**src/rtl/fm_diff_encoder_pkg.sv**
```systemverilog
// Shared constants and types for the feature-map row-differential encoder.
// Output beat struct bundles value, flags and address so the register stage loads in one go.
package fm_diff_encoder_pkg;

    localparam int PSUM_W = 20;
    localparam int DATA_W = 8;
    localparam int W_MAX  = 64;
    localparam int ADDR_W = 16;
    localparam int LB_AW  = $clog2(W_MAX);

    typedef enum logic {
        FDE_IDLE,
        FDE_RUN
    } fde_state_e;

    typedef struct packed {
        logic signed [DATA_W:0] data;
        logic                   raw;
        logic                   zero;
        logic [ADDR_W-1:0]      addr;
    } fde_out_t;

endpackage

```
**src/rtl/fm_diff_encoder_if.sv**
```systemverilog
// Config, psum input and encoded output handshake bundle for fm_diff_encoder.
// slave = encoder side, master = producer/consumer side.
interface fm_diff_encoder_if;
    import fm_diff_encoder_pkg::*;

    logic                     cfg_valid;
    logic                     cfg_ready;
    logic [7:0]               w_num_i;
    logic [7:0]               h_num_i;
    logic [7:0]               c_num_i;
    logic                     bit_mode_i;
    logic [3:0]               shift_i;

    logic                     psum_valid;
    logic                     psum_ready;
    logic signed [PSUM_W-1:0] psum_data;

    logic                     out_valid;
    logic                     out_ready;
    logic signed [DATA_W:0]   out_data;
    logic                     out_raw;
    logic                     out_zero;
    logic [ADDR_W-1:0]        out_addr;
    logic                     layer_done;

    modport slave (
        input  cfg_valid, w_num_i, h_num_i, c_num_i, bit_mode_i, shift_i,
        input  psum_valid, psum_data, out_ready,
        output cfg_ready, psum_ready,
        output out_valid, out_data, out_raw, out_zero, out_addr, layer_done
    );

    modport master (
        output cfg_valid, w_num_i, h_num_i, c_num_i, bit_mode_i, shift_i,
        output psum_valid, psum_data, out_ready,
        input  cfg_ready, psum_ready,
        input  out_valid, out_data, out_raw, out_zero, out_addr, layer_done
    );

endinterface

```
**src/rtl/fm_line_buf.sv**
```systemverilog
// One-row line buffer: combinational read, synchronous write at the same index.
// A read in the write cycle returns the old contents; no reset (row 0 always reseeds it).
module fm_line_buf #(
    parameter int DEPTH = 64,
    parameter int WIDTH = 8,
    parameter int AW    = $clog2(DEPTH)
) (
    input  logic             clk,
    input  logic             we,
    input  logic [AW-1:0]    idx,
    input  logic [WIDTH-1:0] wdata,
    output logic [WIDTH-1:0] rdata
);

    logic [WIDTH-1:0] mem [DEPTH];

    assign rdata = mem[idx];

    always_ff @(posedge clk) begin
        if (we) begin
            mem[idx] <= wdata;
        end
    end

endmodule

```
**src/rtl/fm_diff_encoder.sv**
```systemverilog
// ReLU + shift-requantise psums, emit row-differential values with sparsity flags; latency 1 cycle.
// Backpressure: output register holds while out_ready is low and psum_ready drops until it drains.
module fm_diff_encoder
    import fm_diff_encoder_pkg::*;
(
    input  logic               clk,
    input  logic               rst,
    fm_diff_encoder_if.slave   bus
);

    fde_state_e        state_q, state_d;
    logic [7:0]        w_q, h_q, c_q;
    logic              bm_q;
    logic [3:0]        sh_q;
    logic [7:0]        col_q, row_q, ch_q;
    logic [ADDR_W-1:0] addr_q;
    logic              fed_last_q;
    logic              out_last_q;
    logic              out_valid_q;
    logic              done_q;
    fde_out_t          out_q;

    logic              cfg_fire, psum_fire, out_fire, at_last;
    logic [PSUM_W-1:0] relu, shifted;
    logic [DATA_W-1:0] q_max, q, lb_rd;
    fde_out_t          beat;

    assign bus.cfg_ready  = (state_q == FDE_IDLE);
    assign bus.psum_ready = (state_q == FDE_RUN) && !fed_last_q && (!out_valid_q || bus.out_ready);

    assign cfg_fire  = bus.cfg_valid && bus.cfg_ready;
    assign psum_fire = bus.psum_valid && bus.psum_ready;
    assign out_fire  = out_valid_q && bus.out_ready;
    assign at_last   = (col_q == w_q) && (row_q == h_q) && (ch_q == c_q);

    // Quantiser and diff; lb_rd is the previous row's value because the write lands at the edge.
    always_comb begin
        relu    = bus.psum_data[PSUM_W-1] ? '0 : bus.psum_data;
        shifted = relu >> sh_q;
        q_max   = bm_q ? DATA_W'(15) : DATA_W'(255);
        q       = (shifted > {{(PSUM_W-DATA_W){1'b0}}, q_max}) ? q_max : shifted[DATA_W-1:0];
        beat.raw  = (row_q == 8'd0);
        beat.data = beat.raw ? {1'b0, q} : ({1'b0, q} - {1'b0, lb_rd});
        beat.zero = (beat.data == '0);
        beat.addr = addr_q;
    end

    fm_line_buf #(
        .DEPTH (W_MAX),
        .WIDTH (DATA_W)
    ) u_line_buf (
        .clk   (clk),
        .we    (psum_fire),
        .idx   (col_q[LB_AW-1:0]),
        .wdata (q),
        .rdata (lb_rd)
    );

    always_comb begin
        state_d = state_q;
        case (state_q)
            FDE_IDLE: if (cfg_fire) state_d = FDE_RUN;
            FDE_RUN:  if (out_fire && out_last_q) state_d = FDE_IDLE;
            default:  state_d = FDE_IDLE;
        endcase
    end

    always_ff @(posedge clk) begin
        if (rst) begin
            state_q <= FDE_IDLE;
        end else begin
            state_q <= state_d;
        end
    end

    always_ff @(posedge clk) begin
        if (rst) begin
            w_q         <= '0;
            h_q         <= '0;
            c_q         <= '0;
            bm_q        <= 1'b0;
            sh_q        <= '0;
            col_q       <= '0;
            row_q       <= '0;
            ch_q        <= '0;
            addr_q      <= '0;
            fed_last_q  <= 1'b0;
            out_last_q  <= 1'b0;
            out_valid_q <= 1'b0;
            done_q      <= 1'b0;
            out_q       <= '0;
        end else begin
            done_q <= out_fire && out_last_q;
            if (cfg_fire) begin
                w_q        <= bus.w_num_i;
                h_q        <= bus.h_num_i;
                c_q        <= bus.c_num_i;
                bm_q       <= bus.bit_mode_i;
                sh_q       <= bus.shift_i;
                col_q      <= '0;
                row_q      <= '0;
                ch_q       <= '0;
                addr_q     <= '0;
                fed_last_q <= 1'b0;
            end
            if (psum_fire) begin
                out_q       <= beat;
                out_valid_q <= 1'b1;
                out_last_q  <= at_last;
                addr_q      <= addr_q + 1'b1;
                if (at_last) fed_last_q <= 1'b1;
                if (col_q == w_q) begin
                    col_q <= '0;
                    if (row_q == h_q) begin
                        row_q <= '0;
                        ch_q  <= ch_q + 1'b1;
                    end else begin
                        row_q <= row_q + 1'b1;
                    end
                end else begin
                    col_q <= col_q + 1'b1;
                end
            end else if (out_fire) begin
                out_valid_q <= 1'b0;
            end
        end
    end

    assign bus.out_valid  = out_valid_q;
    assign bus.out_data   = out_q.data;
    assign bus.out_raw    = out_q.raw;
    assign bus.out_zero   = out_q.zero;
    assign bus.out_addr   = out_q.addr;
    assign bus.layer_done = done_q;

    // Rows wider than the line buffer would alias columns.
    assert property (@(posedge clk) disable iff (rst) cfg_fire |-> ({24'd0, bus.w_num_i} < W_MAX));

endmodule

```
**src/flat_wrapper.sv**
```systemverilog
// flat-port wrapper written by rule: the top's interface ports become plain ports
module fm_diff_encoder_flat import fm_diff_encoder_pkg::*;
  (clk, rst, bus_cfg_valid, bus_w_num_i, bus_h_num_i, bus_c_num_i, bus_bit_mode_i, bus_shift_i, bus_psum_valid, bus_psum_data, bus_out_ready, bus_cfg_ready, bus_psum_ready, bus_out_valid, bus_out_data, bus_out_raw, bus_out_zero, bus_out_addr, bus_layer_done);
  fm_diff_encoder_if bus_i ();
  input  logic clk;
  input  logic rst;
  input wire logic [$bits(bus_i.cfg_valid)-1:0] bus_cfg_valid;
  input wire logic [$bits(bus_i.w_num_i)-1:0] bus_w_num_i;
  input wire logic [$bits(bus_i.h_num_i)-1:0] bus_h_num_i;
  input wire logic [$bits(bus_i.c_num_i)-1:0] bus_c_num_i;
  input wire logic [$bits(bus_i.bit_mode_i)-1:0] bus_bit_mode_i;
  input wire logic [$bits(bus_i.shift_i)-1:0] bus_shift_i;
  input wire logic [$bits(bus_i.psum_valid)-1:0] bus_psum_valid;
  input wire logic [$bits(bus_i.psum_data)-1:0] bus_psum_data;
  input wire logic [$bits(bus_i.out_ready)-1:0] bus_out_ready;
  output wire logic [$bits(bus_i.cfg_ready)-1:0] bus_cfg_ready;
  output wire logic [$bits(bus_i.psum_ready)-1:0] bus_psum_ready;
  output wire logic [$bits(bus_i.out_valid)-1:0] bus_out_valid;
  output wire logic [$bits(bus_i.out_data)-1:0] bus_out_data;
  output wire logic [$bits(bus_i.out_raw)-1:0] bus_out_raw;
  output wire logic [$bits(bus_i.out_zero)-1:0] bus_out_zero;
  output wire logic [$bits(bus_i.out_addr)-1:0] bus_out_addr;
  output wire logic [$bits(bus_i.layer_done)-1:0] bus_layer_done;
  assign bus_i.cfg_valid = bus_cfg_valid;
  assign bus_i.w_num_i = bus_w_num_i;
  assign bus_i.h_num_i = bus_h_num_i;
  assign bus_i.c_num_i = bus_c_num_i;
  assign bus_i.bit_mode_i = bus_bit_mode_i;
  assign bus_i.shift_i = bus_shift_i;
  assign bus_i.psum_valid = bus_psum_valid;
  assign bus_i.psum_data = bus_psum_data;
  assign bus_i.out_ready = bus_out_ready;
  assign bus_cfg_ready = bus_i.cfg_ready;
  assign bus_psum_ready = bus_i.psum_ready;
  assign bus_out_valid = bus_i.out_valid;
  assign bus_out_data = bus_i.out_data;
  assign bus_out_raw = bus_i.out_raw;
  assign bus_out_zero = bus_i.out_zero;
  assign bus_out_addr = bus_i.out_addr;
  assign bus_layer_done = bus_i.layer_done;
  fm_diff_encoder u_core (.clk(clk), .rst(rst), .bus(bus_i));
endmodule
```
**config.mk**
```make
export PLATFORM = sky130hd
export DESIGN_NAME = fm_diff_encoder_flat
export DESIGN_NICKNAME = d
export VERILOG_FILES = /design/src/rtl/fm_diff_encoder_pkg.sv /design/src/rtl/fm_diff_encoder_if.sv /design/src/rtl/fm_line_buf.sv /design/src/rtl/fm_diff_encoder.sv /design/src/flat_wrapper.sv
export SDC_FILE = /design/constraint.sdc
export NUM_CORES = 1
export LEC_CHECK = 0
export BUFFER_PORTS_ARGS = -buffer_cell sky130_fd_sc_hd__buf_2
export CORE_UTILIZATION = 30
export DETAILED_ROUTE_END_ITERATION = 12
export SKIP_LAST_GASP = 1
export SLEW_MARGIN = 30
export SYNTH_ARGS = -nofsm -noshare
export SYNTH_HDL_FRONTEND = slang
export SYNTH_HIERARCHICAL = 1
export SYNTH_SLANG_ARGS = --single-unit
```
**constraint.sdc**
```tcl
create_clock -name clk -period 7.7 [get_ports clk]
set_clock_uncertainty 0.2 [all_clocks]
set_input_delay 1.54 -clock clk [delete_from_list [all_inputs] [get_ports clk]]
set_output_delay 1.54 -clock clk [all_outputs]
set_load 0.02 [all_outputs]
```
==> results.json <==
{
  "outcome": "finished clean",
  "final_area_sq_um": 29900,
  "tns_ps": 0,
  "first_pass_iters": 5,
  "ys_top_cells_by_area": "edfxtp_1 (59%), dfxtp_1 (7.7%), mux4_2 (4.6%)",
  "post_drt_via_cell_ratio": 5.27,
  "clock_latency_ps": 640,
  "drive_gt1_share_pct": 15.6,
  "ys.flop_type": "edfxtp_1",
  "ys_types": 77,
  "routed_wl_mm": 68.1,
  "placed_cells": 3038,
  "slowest_stage": "dfxtp_1",
  "antenna_cells": 0,
  "postPlaceCellArea_sq_um": 27800,
  "dr_total_vias": 16600,
  "yosysMostFrequentCell": "edfxtp_1",
  "port_buffers": 84,
  "slew_headroom_pct": 32.3,
  "critPathMaxFanout": 15,
  "die_area_sq_um": 88500,
  "p_int_w": 0.00568,
  "setup-violations-final": 0,
  "yosys_warnings": 6,
  "die_w_um": 297,
  "period_minus_slack_ps": 6190,
  "ys_seq_area_share_pct": 66.4,
  "cap_violations": 0,
  "drtAntennaViolNets": 0,
  "cp-end-kind": "flip-flop",
  "final_hold_viol_count": 0,
  "hold_path_class": "flip-flop to flip-flop",
  "grt_overflow": 0,
  "pre_cts_slack_ps": 1000,
  "power_frac_clock_pct": 42.8,
  "worstSetupPathType": "flip-flop to flip-flop",
  "clock_sinks": 613,
  "drc_errors": 0,
  "place_hpwl_mm": 42.6,
  "synth_top_area_share_pct": 58.7,
  "worst_pin_slew_ps": 1010,
  "worst_ep_arrival_time_ps": 6520,
  "antenna_found_initial": 1,
  "crit_required_ps": 8030,
  "netlist_area_sq_um": 26200,
  "syn_to_final_growth_pct": 14.2,
  "yosys-top-cells-count": "edfxtp_1 (512), nand2_1 (183), nor2_1 (142)",
  "num_rows": 107,
  "p_leak_nw": 9.68,
  "cpLargestDelayFamily": "compound AO/OA/AOI/OAI gates",
  "hold_slack_ps": 253,
  "grt_pass1_wl_mm": 103,
  "rsz0062_at_grt": "false",
  "postSynthAreaPerCell_sq_um": 13.8,
  "fin_nets": 2029,
  "async_flop_share_pct": 0,
  "cts_root_buffer": "clkbuf_16",
  "cts_setup_buffers": 0,
  "worst_path_most_repeated_cell": "a21oi_1",
  "final_cells": 3151,
  "maxSlewViolCount": 0,
  "critPathLaunchType": "flip-flop",
  "power_density_nw_per_um2": 244,
  "swShare_pct": 22.2,
  "ys_seq_elements": 613,
  "crit_buf_inv": 4,
  "synth_cells": 1892,
  "h-tree-depth": 2,
  "first_iter_violations": 1671,
  "max_stage_delay_ps": 700,
  "clock_path_buffers": 3,
  "cts_buffers": 61,
  "synth-edff-count": 512,
  "synth_largest_area_cell": "edfxtp_1",
  "core_area_sq_um": 85800,
  "cts.clk_slew.worst_paths_ps": 60,
  "setup_slack_ps": 1510,
  "first_global_vias": 16500,
  "initial_utilization_pct": 30.5,
  "max-vdd-ir-drop_mv": 0.172,
  "io_pins": 85,
  "p_sw_w": 0.00162,
  "grt_max_degree": 103,
  "p_comb_share_pct": 6.4,
  "fillers": 8198,
  "grt_usage_pct": 15.1,
  "syn_nets": 1964,
  "fmax_mhz": 162,
  "avgRoutedWirePerCell_um": 21.6,
  "gp_congestion": 0.857,
  "seqPwrFrac_pct": 50.8,
  "tritoncts": "yes",
  "post_cts_resized": 0,
  "die_height_um": 297,
  "ctsHoldBuffers": 0,
  "post-route-period-util_pct": 80.4
}
-- worst min-delay path, cell delays in order, from the launching register on --
cell,delay [ps]
dfxtp_1,310
nand2_1,50
a21oi_1,50
-- power groups by stage --
stage          clock network, W  logic (W)  registers (W)
2_1_floorplan                 0   0.000290        0.00377
3_3_place_gp                  0   0.000454        0.00378
3_5_place_dp                  0   0.000468        0.00378
4_1_cts                 0.00319   0.000471        0.00371
5_1_grt                 0.00330   0.000511        0.00371
6_report                0.00312   0.000469        0.00371
-- kinds of logic (layout without fill, tap and decap cells) --
logic type | Yosys count | count (layout) | share of synthesized area (%)
buffers and inverters | 148 | 263 | 2.71
and+or+nand+nor | 538 | 538 | 9.84
adders and majority gates | 18 | 18 | 0.889
xor gates and xnor gates | 33 | 33 | 1.10
DFF | 613 | 613 | 66.4
AOI/OAI and AO/OA | 383 | 383 | 10.1
muxes | 159 | 159 | 8.95
-- metal layers --
metal	routed length (um)	global-route usage (%)	vias to the layer above
met4	2070	5.20	2
met3	5130	3.00	124
met5	14	0	-
li1	-	-	7428
met2	32500	24.4	653
met1	28400	20.1	8396
-- stage by stage --
step / util (%) / total power (W)
final: 34.8 / 0.00730
after global routing: 34.8 / 0.00752
after CTS: 34.8 / 0.00736
after detailed placement: 32.4 / 0.00424
after global placement: 32.4 / 0.00423
after floorplan: - / 0.00406
-- state kept, by name (all words and copies together), names as in the netlist, 4 cells and up --
signal / cells
u_core/u_line_buf/mem: 512
u_core/addr_q: 16
u_core/bus.out_addr: 16
u_core/bus.out_data: 9
u_core/c_q: 8
u_core/ch_q: 8
u_core/col_q: 8
u_core/h_q: 8
u_core/row_q: 8
u_core/w_q: 8
u_core/sh_q: 4
-- worst paths after layout --
| kind | startpoint | end | slack [ps] | cells past startpoint |
|---|---|---|---|---|
| hold / removal | u_core/bus.out_addr[14]$_SDFFE_PP0P_ | u_core/bus.out_addr[14]$_SDFFE_PP0P_ | 250 | 2 |
| setup reg to reg | u_core/sh_q[0]$_SDFFE_PP0P_ | u_core/bus.out_zero$_SDFFE_PP0P_ | 1510 | 26 |
| hold reg to reg | u_core/bus.out_addr[14]$_SDFFE_PP0P_ | u_core/bus.out_addr[14]$_SDFFE_PP0P_ | 250 | 2 |
| setup / recovery | u_core/sh_q[0]$_SDFFE_PP0P_ | u_core/bus.out_zero$_SDFFE_PP0P_ | 1510 | 26 |
-- cells in the final DEF, fill, tap and decap left out, types with 12 or more instances in the layout --
cell type	count
mux2_2	15
and2_1	13
buf_4	39
o22a_1	12
a31oi_1	20
nand2_1	180
nor3_1	21
nor2_1	141
mux4_2	53
edfxtp_1	512
o21ai_0	27
buf_2	83
and3_1	24
a22oi_1	43
nor2b_1	14
clkinv_1	13
clkbuf_16	61
dfxtp_1	98
mux2i_1	77
nand3_1	35
bufinv_16	12
a221oi_1	23
xor2_1	27
ha_1	17
nand3b_1	15
nand2b_1	26
inv_1	24
clkbuf_1	12
o22ai_1	23
a21oi_1	112
-- cell type report --
type                            instances  area (sq um)  share of cell area, %
Clock buffer                           73          1570                   5.26
Clock inverter                         40           538                   1.80
Multi-Input combinational cell       1131          8120                   27.1
Inverter                               26          98.8                  0.331
Tap cell                             1144          1430                   4.79
Timing Repair Buffer                  124           739                   2.47
Sequential cell                       613         17400                   58.2
Note: power is estimated with default switching activity, not from simulation.
